$ cat config.mk
export PLATFORM = sky130hd
export DESIGN_NAME = mem_port_arbiter_flat
export DESIGN_NICKNAME = d
export VERILOG_FILES = /design/src/rtl/mem_port_arbiter_pkg.sv /design/src/rtl/mem_port_arbiter_if.sv /design/src/rtl/mem_port_arbiter_rr_arb2.sv /design/src/rtl/mem_port_arbiter.sv /design/src/flat_wrapper.sv
export SDC_FILE = /design/constraint.sdc
export NUM_CORES = 1
export LEC_CHECK = 0
export CORE_AREA = 2 2 117 119
export CTS_BUF_LIST = sky130_fd_sc_hd__clkbuf_16
export DETAILED_ROUTE_END_ITERATION = 12
export DIE_AREA = 0 0 119 121
export PLACE_DENSITY_LB_ADDON = 0.12
export SETUP_SLACK_MARGIN = 0.1
export SLEW_MARGIN = 30
export SYNTH_ARGS = -nofsm -noshare
export SYNTH_HDL_FRONTEND = slang
export SYNTH_SLANG_ARGS = --single-unit
$ cat constraint.sdc
create_clock -name clk -period 4.08 [get_ports clk]
set_clock_uncertainty 0.2 [all_clocks]
set_input_delay 0.408 -clock clk [delete_from_list [all_inputs] [get_ports clk]]
set_output_delay 0.408 -clock clk [all_outputs]
set_load 0.05 [all_outputs]
$ cat src/rtl/mem_port_arbiter_pkg.sv
`default_nettype none
// ============================================================================
//  Module   : mem_port_arbiter_pkg
//  Purpose  : Shared types and constants for the unified memory port arbiter
//             (FSM state encodings, cache port ids, default error data).
//  Revision : 1.0 - initial release
// ============================================================================
package mem_port_arbiter_pkg;

    // Arbiter FSM states; 2'b11 is unused and recovers to IDLE.
    typedef enum logic [1:0] {
        ST_IDLE    = 2'b00,
        ST_BUSY    = 2'b01,
        ST_RECOVER = 2'b10
    } state_t;

    // Cache port identifiers, also used as request/grant bit positions.
    localparam logic GNT_I = 1'b0;
    localparam logic GNT_D = 1'b1;

    // Read data handed back when the watchdog forces a completion.
    localparam logic [31:0] ERR_DATA_DEFAULT = 32'hDEADBEEF;

    // Two-way round-robin pick: a lone requester wins, a tie goes to the
    // port that did not win last time.
    function automatic logic rr_pick(input logic [1:0] req, input logic last);
        logic pick;
        pick = GNT_I;
        case (req)
            2'b01:   pick = GNT_I;
            2'b10:   pick = GNT_D;
            2'b11:   pick = ~last;
            default: pick = GNT_I;
        endcase
        return pick;
    endfunction

endpackage : mem_port_arbiter_pkg
`default_nettype wire

$ cat src/rtl/mem_port_arbiter_if.sv
`default_nettype none
// ============================================================================
//  Module   : mem_port_arbiter_if
//  Purpose  : Request/ready memory port bundle. The requester side is the
//             master; the responder side is the slave. Used for both cache
//             ports (arbiter = slave) and the backing memory (arbiter = master).
//  Revision : 1.0 - initial release
// ============================================================================
interface mem_port_arbiter_if;

    logic        req;    // request, level
    logic [31:0] addr;   // memory address
    logic        we;     // write enable
    logic [31:0] wd;     // write data
    logic        ready;  // completion pulse
    logic [31:0] rd;     // read data, valid with ready

    modport master (
        output req,
        output addr,
        output we,
        output wd,
        input  ready,
        input  rd
    );

    modport slave (
        input  req,
        input  addr,
        input  we,
        input  wd,
        output ready,
        output rd
    );

endinterface : mem_port_arbiter_if
`default_nettype wire

$ cat src/rtl/mem_port_arbiter_rr_arb2.sv
`default_nettype none
// ============================================================================
//  Module   : rr_arb2
//  Purpose  : Two-way round-robin arbiter. Combinational grant from the
//             current requests and the last-granted register; the register
//             takes the new grant whenever advance is pulsed.
//  Revision : 1.0 - initial release
// ============================================================================
import mem_port_arbiter_pkg::*;

module rr_arb2 (
    input  wire logic       clk,
    input  wire logic       rst_n,
    input  wire logic [1:0] i_req,
    input  wire logic       i_advance,
    output logic            o_valid,
    output logic            o_gnt
);

    logic r_last;

    // Grant decision for the current cycle.
    always_comb begin
        o_valid = |i_req;
        o_gnt   = rr_pick(i_req, r_last);
    end

    // Last-granted register; reset to the icache so the dcache wins the first tie.
    always_ff @(posedge clk or negedge rst_n) begin
        if (!rst_n) begin
            r_last <= GNT_I;
        end else if (i_advance && o_valid) begin
            r_last <= o_gnt;
        end
    end

endmodule : rr_arb2
`default_nettype wire

$ cat src/rtl/mem_port_arbiter.sv
`default_nettype none
// ============================================================================
//  Module   : mem_port_arbiter
//  Purpose  : Shares one backing memory between the icache and dcache refill
//             ports. Round-robin grant, registered address/command/data,
//             one memory transaction at a time, ready/data routed back to the
//             winner, and a watchdog that force-completes a hung transaction.
//  Revision : 1.0 - initial release
// ============================================================================
import mem_port_arbiter_pkg::*;

module mem_port_arbiter #(
    parameter int          TIMEOUT  = 255,
    parameter int          CNT_W    = 8,
    parameter logic [31:0] ERR_DATA = ERR_DATA_DEFAULT
) (
    input  wire logic           clk,
    input  wire logic           rst_n,
    mem_port_arbiter_if.slave   ic,
    mem_port_arbiter_if.slave   dc,
    mem_port_arbiter_if.master  mem,
    output logic                o_err,
    output logic [1:0]          o_state
);

    localparam logic [CNT_W-1:0] C_TIMEOUT = CNT_W'(TIMEOUT);

    state_t             r_state,  w_state_nx;
    logic               r_gnt,    w_gnt_nx;
    logic [31:0]        r_addr,   w_addr_nx;
    logic               r_we,     w_we_nx;
    logic [31:0]        r_wd,     w_wd_nx;
    logic [CNT_W-1:0]   r_cnt,    w_cnt_nx;
    logic               r_err,    w_err_nx;

    logic               w_arb_valid;
    logic               w_arb_gnt;
    logic               w_advance;
    logic               w_done;
    logic               w_timeout;
    logic [31:0]        w_rd;

    // The round-robin history is advanced at grant time rather than at
    // completion. The grant is latched for the whole transaction and the
    // history is only consulted in IDLE, so both choices give identical
    // arbitration, and this keeps the arbiter independent of the latched id.
    rr_arb2 u_rr_arb2 (
        .clk       (clk),
        .rst_n     (rst_n),
        .i_req     ({dc.req, ic.req}),
        .i_advance (w_advance),
        .o_valid   (w_arb_valid),
        .o_gnt     (w_arb_gnt)
    );

    assign w_timeout = (r_cnt == C_TIMEOUT);

    // Next-state, latch updates, watchdog and memory-side outputs.
    always_comb begin
        w_state_nx = r_state;
        w_gnt_nx   = r_gnt;
        w_addr_nx  = r_addr;
        w_we_nx    = r_we;
        w_wd_nx    = r_wd;
        w_cnt_nx   = r_cnt;
        w_err_nx   = r_err;
        w_advance  = 1'b0;
        w_done     = 1'b0;
        w_rd       = 32'h0;
        mem.req    = 1'b0;
        mem.we     = 1'b0;
        mem.wd     = 32'h0;

        case (r_state)
            ST_IDLE: begin
                if (w_arb_valid) begin
                    w_advance  = 1'b1;
                    w_gnt_nx   = w_arb_gnt;
                    w_cnt_nx   = '0;
                    w_state_nx = ST_BUSY;
                    if (w_arb_gnt == GNT_D) begin
                        w_addr_nx = dc.addr;
                        w_we_nx   = dc.we;
                        w_wd_nx   = dc.wd;
                    end else begin
                        w_addr_nx = ic.addr;
                        w_we_nx   = ic.we;
                        w_wd_nx   = ic.wd;
                    end
                end
            end

            ST_BUSY: begin
                mem.req = 1'b1;
                mem.we  = r_we;
                mem.wd  = r_wd;
                if (mem.ready) begin
                    // A real completion beats a simultaneous timeout.
                    w_done     = 1'b1;
                    w_rd       = mem.rd;
                    w_state_nx = ST_RECOVER;
                end else if (w_timeout) begin
                    w_done     = 1'b1;
                    w_rd       = ERR_DATA;
                    w_err_nx   = 1'b1;
                    w_state_nx = ST_RECOVER;
                end else begin
                    w_cnt_nx = r_cnt + 1'b1;
                end
            end

            // One dead cycle so a cache can drop its request after Ready
            // before IDLE samples it again.
            ST_RECOVER: begin
                w_state_nx = ST_IDLE;
            end

            default: begin
                w_state_nx = ST_IDLE;
            end
        endcase
    end

    // Completion routing: only the granted port ever sees ready or data.
    always_comb begin
        ic.ready = w_done && (r_gnt == GNT_I);
        dc.ready = w_done && (r_gnt == GNT_D);
        ic.rd    = ic.ready ? w_rd : 32'h0;
        dc.rd    = dc.ready ? w_rd : 32'h0;
    end

    assign mem.addr = r_addr;
    assign o_err    = r_err;
    assign o_state  = r_state;

    // State, latched transaction and watchdog registers.
    always_ff @(posedge clk or negedge rst_n) begin
        if (!rst_n) begin
            r_state <= ST_IDLE;
            r_gnt   <= GNT_I;
            r_addr  <= 32'h0;
            r_we    <= 1'b0;
            r_wd    <= 32'h0;
            r_cnt   <= '0;
            r_err   <= 1'b0;
        end else begin
            r_state <= w_state_nx;
            r_gnt   <= w_gnt_nx;
            r_addr  <= w_addr_nx;
            r_we    <= w_we_nx;
            r_wd    <= w_wd_nx;
            r_cnt   <= w_cnt_nx;
            r_err   <= w_err_nx;
        end
    end

endmodule : mem_port_arbiter
`default_nettype wire

$ cat src/flat_wrapper.sv
// flat-port wrapper written by rule: the top's interface ports become plain ports
module mem_port_arbiter_flat 
#(
    parameter int          TIMEOUT  = 255,
    parameter int          CNT_W    = 8,
    parameter logic [31:0] ERR_DATA = ERR_DATA_DEFAULT
)
  (clk, rst_n, o_err, o_state, ic_req, ic_addr, ic_we, ic_wd, ic_ready, ic_rd, dc_req, dc_addr, dc_we, dc_wd, dc_ready, dc_rd, mem_req, mem_addr, mem_we, mem_wd, mem_ready, mem_rd);
  mem_port_arbiter_if ic_i ();
  mem_port_arbiter_if dc_i ();
  mem_port_arbiter_if mem_i ();
  input  wire logic clk;
  input  wire logic rst_n;
  output logic o_err;
  output logic [1:0] o_state;
  input wire logic [$bits(ic_i.req)-1:0] ic_req;
  input wire logic [$bits(ic_i.addr)-1:0] ic_addr;
  input wire logic [$bits(ic_i.we)-1:0] ic_we;
  input wire logic [$bits(ic_i.wd)-1:0] ic_wd;
  output wire logic [$bits(ic_i.ready)-1:0] ic_ready;
  output wire logic [$bits(ic_i.rd)-1:0] ic_rd;
  input wire logic [$bits(dc_i.req)-1:0] dc_req;
  input wire logic [$bits(dc_i.addr)-1:0] dc_addr;
  input wire logic [$bits(dc_i.we)-1:0] dc_we;
  input wire logic [$bits(dc_i.wd)-1:0] dc_wd;
  output wire logic [$bits(dc_i.ready)-1:0] dc_ready;
  output wire logic [$bits(dc_i.rd)-1:0] dc_rd;
  output wire logic [$bits(mem_i.req)-1:0] mem_req;
  output wire logic [$bits(mem_i.addr)-1:0] mem_addr;
  output wire logic [$bits(mem_i.we)-1:0] mem_we;
  output wire logic [$bits(mem_i.wd)-1:0] mem_wd;
  input wire logic [$bits(mem_i.ready)-1:0] mem_ready;
  input wire logic [$bits(mem_i.rd)-1:0] mem_rd;
  assign ic_i.req = ic_req;
  assign ic_i.addr = ic_addr;
  assign ic_i.we = ic_we;
  assign ic_i.wd = ic_wd;
  assign ic_ready = ic_i.ready;
  assign ic_rd = ic_i.rd;
  assign dc_i.req = dc_req;
  assign dc_i.addr = dc_addr;
  assign dc_i.we = dc_we;
  assign dc_i.wd = dc_wd;
  assign dc_ready = dc_i.ready;
  assign dc_rd = dc_i.rd;
  assign mem_req = mem_i.req;
  assign mem_addr = mem_i.addr;
  assign mem_we = mem_i.we;
  assign mem_wd = mem_i.wd;
  assign mem_i.ready = mem_ready;
  assign mem_i.rd = mem_rd;
  mem_port_arbiter #(.TIMEOUT(TIMEOUT), .CNT_W(CNT_W), .ERR_DATA(ERR_DATA)) u_core (.clk(clk), .rst_n(rst_n), .ic(ic_i), .dc(dc_i), .mem(mem_i), .o_err(o_err), .o_state(o_state));
endmodule
Word level (Yosys, flattened, before mapping)
Cells that the tools add are included.
{"block": "classes", "n_mux": 25, "n_addsub": 1, "n_eq_ne": 8, "bitwise": 3, "n_reduce_logical": 10}
{"op": "two-way mux 32 bit", "n": 8}
{"op": "two-way mux 8 bit", "n": 3}
{"op": "case mux 8 bit (2 select lines)", "n": 1}
{"op": "adder 8 x 1 -> 8 bit (second input constant)", "n": 1}
{"op": "== test 8 bit (second input constant)", "n": 1}
{"op": "two-way mux 1 bit", "n": 8}
{"op": "two-way mux 2 bit", "n": 3}
{"op": "inequality test 2 bit (second input constant)", "n": 3}
{"op": "== test 2 bit (second input constant)", "n": 2}
{"op": "case mux 2 bit (2 select lines)", "n": 1}
{"op": "AND reduction 2 bit", "n": 2}
{"op": "AND reduction 4 bit", "n": 1}
{"op": "logical AND 1 bit", "n": 3}
{"op": "inequality test 3 x 2 -> 1 bit (second input constant)", "n": 1}
{"op": "inverter 1 bit", "n": 3}
{"op": "AND reduction 3 bit", "n": 1}
{"op": "== test 2 x 1 -> 1 bit (second input constant)", "n": 1}
{"op": "zero test 2 bit", "n": 1}
{"op": "case mux 1 bit (2 select lines)", "n": 1}
{"op": "nonzero test 2 bit", "n": 1}
{"op": "OR reduction 2 bit", "n": 1}
{"block": "word_totals", "regBits": 78, "out_inout_bits": 135, "in_bits": 167, "wordCells": 55}

Depth between registers and ports, before layout
Gate-level depths: netlist (run 1).
{"block": "depth", "word_depth": 6, "mapped_depth": 6, "depth_no_buf": 5}

Hierarchy
A second synthesis (run 1) with hierarchy kept.
{"block": "unflattened", "cells_unflattened": 483, "hier_area_um2": 4367.9}
{"mod": "mem_port_arbiter", "cells_per_inst": 478, "instances": 1, "area_each_um2": 4317.9, "seq_area_each_um2": 1926.8}
{"mod": "rr_arb2", "cells_per_inst": 5, "instances": 1, "area_each_um2": 50.0, "seq_area_each_um2": 25.0}

Worst setup path after synthesis (run 1)
OpenSTA, ideal clock, no wires.
{"block": "synth_path", "kind": "reg2out", "from": "register u_core.r_state[1], in the netlist u_core.o_state[1]", "to": "output port mem_wd[23]", "arrival_time_ns": 2.071, "n_path_buf": 1, "stages_incl_launch_ff": 5, "path_slack_ns": 1.401, "required_time_ns": 3.472, "path_cell_list": "dfrtp_1 > nand2b_4 > inv_4 > clkbuf_1 > and2_1"}
{"block": "synth_between", "elab_chain_cells": 2}
{"element": "from (decl)", "line": "mem_port_arbiter.sv:28", "rtl": "state_t r_state, w_state_nx;"}
{"element": "from (signal assigned)", "line": "mem_port_arbiter.sv:147", "rtl": "r_state <= w_state_nx;"}
{"element": "== test 2 x 1 -> 1 bit", "line": "mem_port_arbiter.sv:74", "rtl": "case (r_state)"}
{"element": "two-way mux 32 bit", "line": "mem_port_arbiter.sv:74"}
{"element": "to (decl)", "line": "flat_wrapper.sv:31", "rtl": "output wire logic [$bits(mem_i.wd)-1:0] mem_wd;"}
Every way passes these cells.

Worst setup path in the final report (run 1)
{"block": "layout_path", "from": "input port mem_ready", "to": "output port ic_rd[1]"}
{"block": "layout_between", "elab_chain_cells": 4, "elab_cells_between_ends": 6, "classes_between": "5 x mux; 1 x reduce/logical"}
{"element": "from (decl)", "line": "flat_wrapper.sv:32", "rtl": "input wire logic [$bits(mem_i.ready)-1:0] mem_ready;"}
{"element": "two-way mux 1 bit", "line": "mem_port_arbiter.sv:97", "rtl": "if (mem.ready) begin"}
{"element": "two-way mux 1 bit", "line": "mem_port_arbiter.sv:74"}
{"element": "logical AND 1 bit", "line": "mem_port_arbiter.sv:126", "rtl": "ic.ready = w_done && (r_gnt == GNT_I);"}
{"element": "two-way mux 32 bit (*)", "line": "mem_port_arbiter.sv:128", "rtl": "ic.rd = ic.ready ? w_rd : 32'h0;"}
{"element": "to (decl)", "line": "flat_wrapper.sv:21", "rtl": "output wire logic [$bits(ic_i.rd)-1:0] ic_rd;"}
Mark *: on every way between the ends. The rest lies on a longest branch, timed or not.

==> impl_results.md, run 1 <==
- Critical Path Source: mem_ready
- Arrival time at the worst endpoint: 2810 ps
- Max Cap Viol: 0
- Area grow syn2layout: 74.5%
- DRT Pass-1 Iters: 4
- Drc violations: 0
- Max Buffers Root-to-Sink: 2
- Post-CTS Setup Inserts: 0
- Final wirelength: 14.4 mm
- Fin nets: between 900 and 1000
- Num rows: 42
- Initial drt markers: approximately 130
- CP endpoint kind: output pin
- Clock sink count: 77
- Relative slew slack: 53.2%
- Clock transition at path regs: about 50 ps
- CORE AREA: about 0.013 mm2
- Outcome: completed
- Synthesized cell area: between 0.004 and 0.005 mm2
- Reg area: 0.00193 mm2
- Non-Filler Instances: 949
- WHS Path Cells: 2
- FMAX: 293 MHz
- DIE AREA: 0.0144 mm2
- Multi-input gate area: 0.00234 mm2
- Fillers: 1135
- GRT Total Usage: 19.8%
- Main synth FF type: dfrtp_1
- Vias per Instance: 4.63
- Vias in the first global route: 4423
- CP startpoint kind: input pin
- FF-to-FF path depth: 4
- Worst min-delay path class: reg2reg
- Hold Violations, Final: 0
- Placed Instances: 932
- Ys async rst share: 100%
- CTS Root Cell: clkbuf_16
- Antenna cells: 0
- Worst R2R Start: u_core.u_rr_arb2.r_last
- Tcrit/Tclk final: 83.8%
- Remaining antenna violation count: 0
- IO Count: 302
- GP Congestion: between 0.8 and 0.9
- Gr ovfl total: 0
- CTS buffer count: 9
- Syn_area_per_cell: 9.29 um2
- Cell variety after synth: 42
- Initial antenna violation count: 0
- RSZ-0062 raised after global routing: no
- Vias: 4398
- Hold EP: u_core.r_wd[5]
- WL per Instance: 15.1 um
- Worst Path Required: 3470 ps
- Worst r2r dst: u_core.r_wd[16]
- Leakage: 0.00334 uW
- Crit path time final: around 3400 ps
- Pwr dens: 713 mW/mm2
- CP Class: in2out
- Die Span Y: 121 um
- Syn Nets: roughly 650
- Htree depth: 3
- Fraction of the yosys area taken by sequential cells: 42.8%
- CTS tree: yes
- Worst R2R Setup Slack: between 2000 and 2500 ps
- Port bufs: 301
- Share of cells above drive strength 1: 6.60%
- Final setup vio count: 0
- Measured slew at the worst slew-check pin: 702 ps
- Die width: between 100 and 150 um
- Worst vdd ir: approximately 0.39 mV
- Hpwl dp: 11.4 mm
- Final Slew Violations: 0
- Syn. warnings: 0
- First-pass GRT wire length: 22.6 mm
- Min-Delay Startpoint: u_core.r_wd[5]
- Largest net degree at the start of global routing: just under 80
- Worst Path Max Fanout: 25
- EDFF count, synth: 0
- Register bit total from synthesis: 77
- Starting Density: 34.4%
- Setup TNS Final: 0 ps
- Worst skew pair latency: 330 ps
- Mapped Cells: around 480
- Overall Power: about 5600 uW
state kept, by name, summed over array words and instances (netlist names):
name,flops
u_core.o_err,1
u_core.r_we,1
u_core.u_rr_arb2.r_last,1
u_core.o_state,2
u_core.r_cnt,8
u_core.r_wd,32
u_core.mem.addr,32
layer usage:
layer  track usage [%]  routed length (um)  vias to the layer above
met4              7.66                 330                        0
met2              36.4                7520                      197
met1              21.8                5390                     1994
met5                 0                   0                        -
li1                  -                   -                     2185
met3              5.36                1120                       22
critical path: stages:
cell,delay [ps]
clkdlybuf4s50_1,760
o21bai_4,260
nand3b_4,340
nor2_1,230
clkdlybuf4s50_1,820
through the flow:
stage / hold WS, ps / setup WS (ps) / area (um2) / util (%)
floorplan: -87.6 / 1400 / 4500 / -
global placement: 254 / 732 / 7550 / 57.7
detailed placement: 262 / 658 / 7550 / 57.7
CTS: 75.7 / 653 / 7830 / 59.9
global route: 301 / 534 / 7850 / 60.0
finish: 271 / 661 / 7850 / 60.0
layout make-up:
cell class,count,area share [%]
clock inverters,7,0.733
well taps,176,2.81
multi-input cells,371,29.8
inverters,3,0.175
repair buffers,306,39.1
flip-flops and latches,77,24.6
clock buffers,9,2.87
how the worst max path moves through the flow:
| stage | cells after the start | endpoint |
|---|---|---|
| 2_1_floorplan | 4 | mem_wd[23] |
| 3_3_place_gp | 5 | ic_rd[25] |
| 3_5_place_dp | 5 | ic_rd[25] |
| 4_1_cts | 5 | ic_rd[25] |
| 5_1_grt | 6 | ic_rd[14] |
| 6_report | 5 | ic_rd[1] |
synth_stat cells (all sizes together), types with 2 or more instances:
master  number  area [um2]
dfrtp       77        1930
nand2       71         269
o21ai       71         355
mux2i       65         651
nor2        53         244
and2        51         319
nor2b       24         150
buf         21         181
clkbuf      12        51.3
o31ai        9        67.6
nand3        4        37.5
inv          3        13.8
nand2b       3        26.3
nand4        3        25.0
a21oi        2        13.8
a31oi        2        12.5
and3         2        12.5
o21bai       2        26.3
what timing repair did:
action | CTS | global route
resized for setup | 0 | 0
endpoints found under the hold margin | 0 | 75
hold buffers | 0 | 1
placed cells by master, fill, tap and decap left out, types with 3 or more instances in the layout:
cell type,instances
nor2b_1,24
clkbuf_16,9
o21ai_0,32
clkinv_2,4
o31ai_1,9
o21ai_1,39
nor2_2,18
clkdlybuf4s50_1,300
nor2_1,35
dfrtp_1,77
inv_1,3
and2_1,50
buf_4,3
nand2_1,70
mux2i_1,65
power by group:
| group | switching [uW] | internal [uW] |
|---|---|---|
| registers | 182 | 1100 |
| logic | 2340 | 1210 |
| clock network | 298 | 465 |
kinds of logic after synthesis:
logic type                 Yosys count  synth area share, %
AOI/OAI and AO/OA                   88                 11.0
and+or+nand+nor                    216                 25.6
muxes                               66                 14.7
adders and majority gates            1                0.278
DFF                                 77                 42.8
buffers and inverters               36                 5.48
(Power assumes the default switching activity.)
==> run 2: changes to the inputs <==
Settings changed: CORE_AREA 2 2 117 119 to 2 2 119 121, DIE_AREA 0 0 119 121 to 0 0 121 123.
Clock period 4.08 ns to 3.2 ns, I/O delays scaled along.
==> run 2 against run 1 <==
Compared with the run above:
- sequential share of layout area shrank 1.9 points
- worst hold slack got worse by 0.82 ps
- power up 33%
- worst setup slack lost 290 ps
- non-clock buffer count did not move
- via count rose by 0.61%
- global-route usage is 0.17 points higher
- sequential cell count did not move
- routed wire length is 4.4% higher
- first-iteration DRC count up 0.78%
- clock power up 16%
==> impl_results.md, run 2 (same netlist as run 1, synthesis figures left out) <==
- Leakage: 0.00364 uW
- Initial antenna violation count: 0
- Share of cells above drive strength 1: 15.0%
- Gr ovfl total: 0
- Tcrit/Tclk final: 88.5%
- IO Count: 302
- Final Slew Violations: 0
- CORE AREA: around 0.014 mm2
- Worst vdd ir: slightly above 0.4 mV
- CP startpoint kind: register
- Area grow syn2layout: 89.0%
- GRT Total Usage: roughly a fifth
- WHS Path Cells: 2
- Min-Delay Startpoint: u_core.r_we
- Drc violations: 0
- RSZ-0062 raised after global routing: no
- Worst skew pair latency: 320 ps
- CTS Root Cell: clkbuf_16
- Worst r2r dst: u_core.mem.addr[29]
- Clock transition at path regs: 50 ps
- Most common cell after layout, fill and taps aside: clkdlybuf4s50_1
- Slowest CP cell: clkdlybuf4s50_1
- Worst Path Max Fanout: 43
- DRT Pass-1 Iters: 4
- Non-Filler Instances: 953
- CP Cell Sequence: nand2b_4 -> inv_4 -> and2_1 -> clkdlybuf4s50_1
- FF-to-FF path depth: 4
- CP max stage delay: 820 ps
- First-pass GRT wire length: 23.3 mm
- Die Span Y: around 120 um
- Hpwl dp: 12.0 mm
- Starting Density: between 30 and 40%
- Pre-CTS setup slack: 667 ps
- Remaining antenna violation count: 0
- Arrival time at the worst endpoint: 2310 ps
- PostCTS Resize Cnt: 0
- WL per Instance: approximately 16 um
- Outcome: completed
- CP endpoint kind: output pin
- Port bufs: 301
- Setup TNS Final: 0 ps
- Worst Path Required: about 2700 ps
- Clock network power share: 11.9%
- Measured slew at the worst slew-check pin: 710 ps
- Combinational group share of total power: between 60% and 70%
- Antenna cells: 0
- Final wirelength: 15.0 mm
- Max Cap Viol: 0
- Initial drt markers: 130
- Worst setup margin: 367 ps
- Seq pwr share: 22.1%
- CTS tree: yes
- CTS buffer count: 9
- Vias in the first global route: 4528
- Hold Violations, Final: 0
- Most frequent cells in the layout: clkdlybuf4s50_1 (234), dfrtp_1 (77), nand2_1 (70), buf_12 (68), mux2i_1 (65)
- Worst R2R Setup Slack: 1400 ps
- Final setup vio count: 0
- Critical Path Source: u_core.o_state[1]
- Num rows: 43
- Vias: 4425
- Hold EP: u_core.r_we
- Switching Fraction: around 49%
- DIE AREA: 0.0149 mm2
- Largest net degree at the start of global routing: 78
- Relative slew slack: approximately 53%
- FMAX: 353 MHz
- Htree depth: 3
- Switch Pwr: 3680 uW
- Internal power: approximately 3800 uW
- Worst R2R Start: u_core.u_rr_arb2.r_last
- Vias per Instance: 4.64
- Fin nets: 936
- Clock sink count: 77
- Crit path time final: roughly 2800 ps
- CP Class: reg2out
- Placed Instances: approximately 940
- Worst min-delay path class: reg2reg
- Post-CTS Setup Inserts: 0
- GP Congestion: a little under 0.9
- Die width: 121 um
- Pwr dens: about 880 mW/mm2
- Max Buffers Root-to-Sink: 2
## run 2: power by group through the flow
| stage | sequential, uW | clock [uW] | combinational (uW) |
|---|---|---|---|
| floorplan | 2340 | 0 | 2370 |
| global placement | 1640 | 0 | 4910 |
| detailed placement | 1660 | 0 | 4970 |
| CTS | 1650 | 909 | 4980 |
| global route | 1710 | 947 | 5200 |
| finish | 1640 | 885 | 4920 |
## run 2: area by class of cell
class,instances,area [um2]
repair buffers,306,3740
clock inverters,7,33.8
well taps,180,225
flip-flops and latches,77,1930
fillers,1134,5110
clock buffers,9,225
inverters,3,13.8
multi-input cells,371,2340
## run 2: per-layer routing
layer | share of wire, % | track usage (%) | up-vias
li1 | - | - | 2183
met1 | 36 | 21.7 | 2037
met2 | 54 | 37.8 | 192
met3 | 8.4 | 5.90 | 13
met4 | 1.2 | 5.31 | 0
met5 | 0 | 0 | -
## run 2: how the worst max path moves through the flow
stage | endpoint | slack [ps] | cells after the start
after floorplan | mem_wd[23] | 610 | 4
after global placement | mem_wd[28] | 700 | 4
after detailed placement | ic_rd[0] | 670 | 5
after CTS | mem_wd[28] | 330 | 4
after global routing | mem_wd[19] | 230 | 4
final | mem_wd[15] | 370 | 4
## run 2: what timing repair did
item                                   in CTS  in global routing
endpoints found under the hold margin      12                  0
hold buffers                                1                  0
setup endpoints to repair                   0                  0
## run 2: critical path, delay by kind of cell (launching register included)
| family | cells | cell delay [ps] |
|---|---|---|
| buffers and inverters | 2 | 1130 |
| DFF | 1 | 440 |
| and+or+nand+nor | 2 | 390 |
## run 2: stage by stage
step	hold WS, ps	area (um2)	util, %	total power (uW)
after global routing	294	8500	62.5	7850
after floorplan	-176	4500	-	4710
after detailed placement	262	8230	60.5	6630
after CTS	275	8500	62.4	7540
after global placement	254	8230	60.5	6550
final	270	8500	62.5	7450
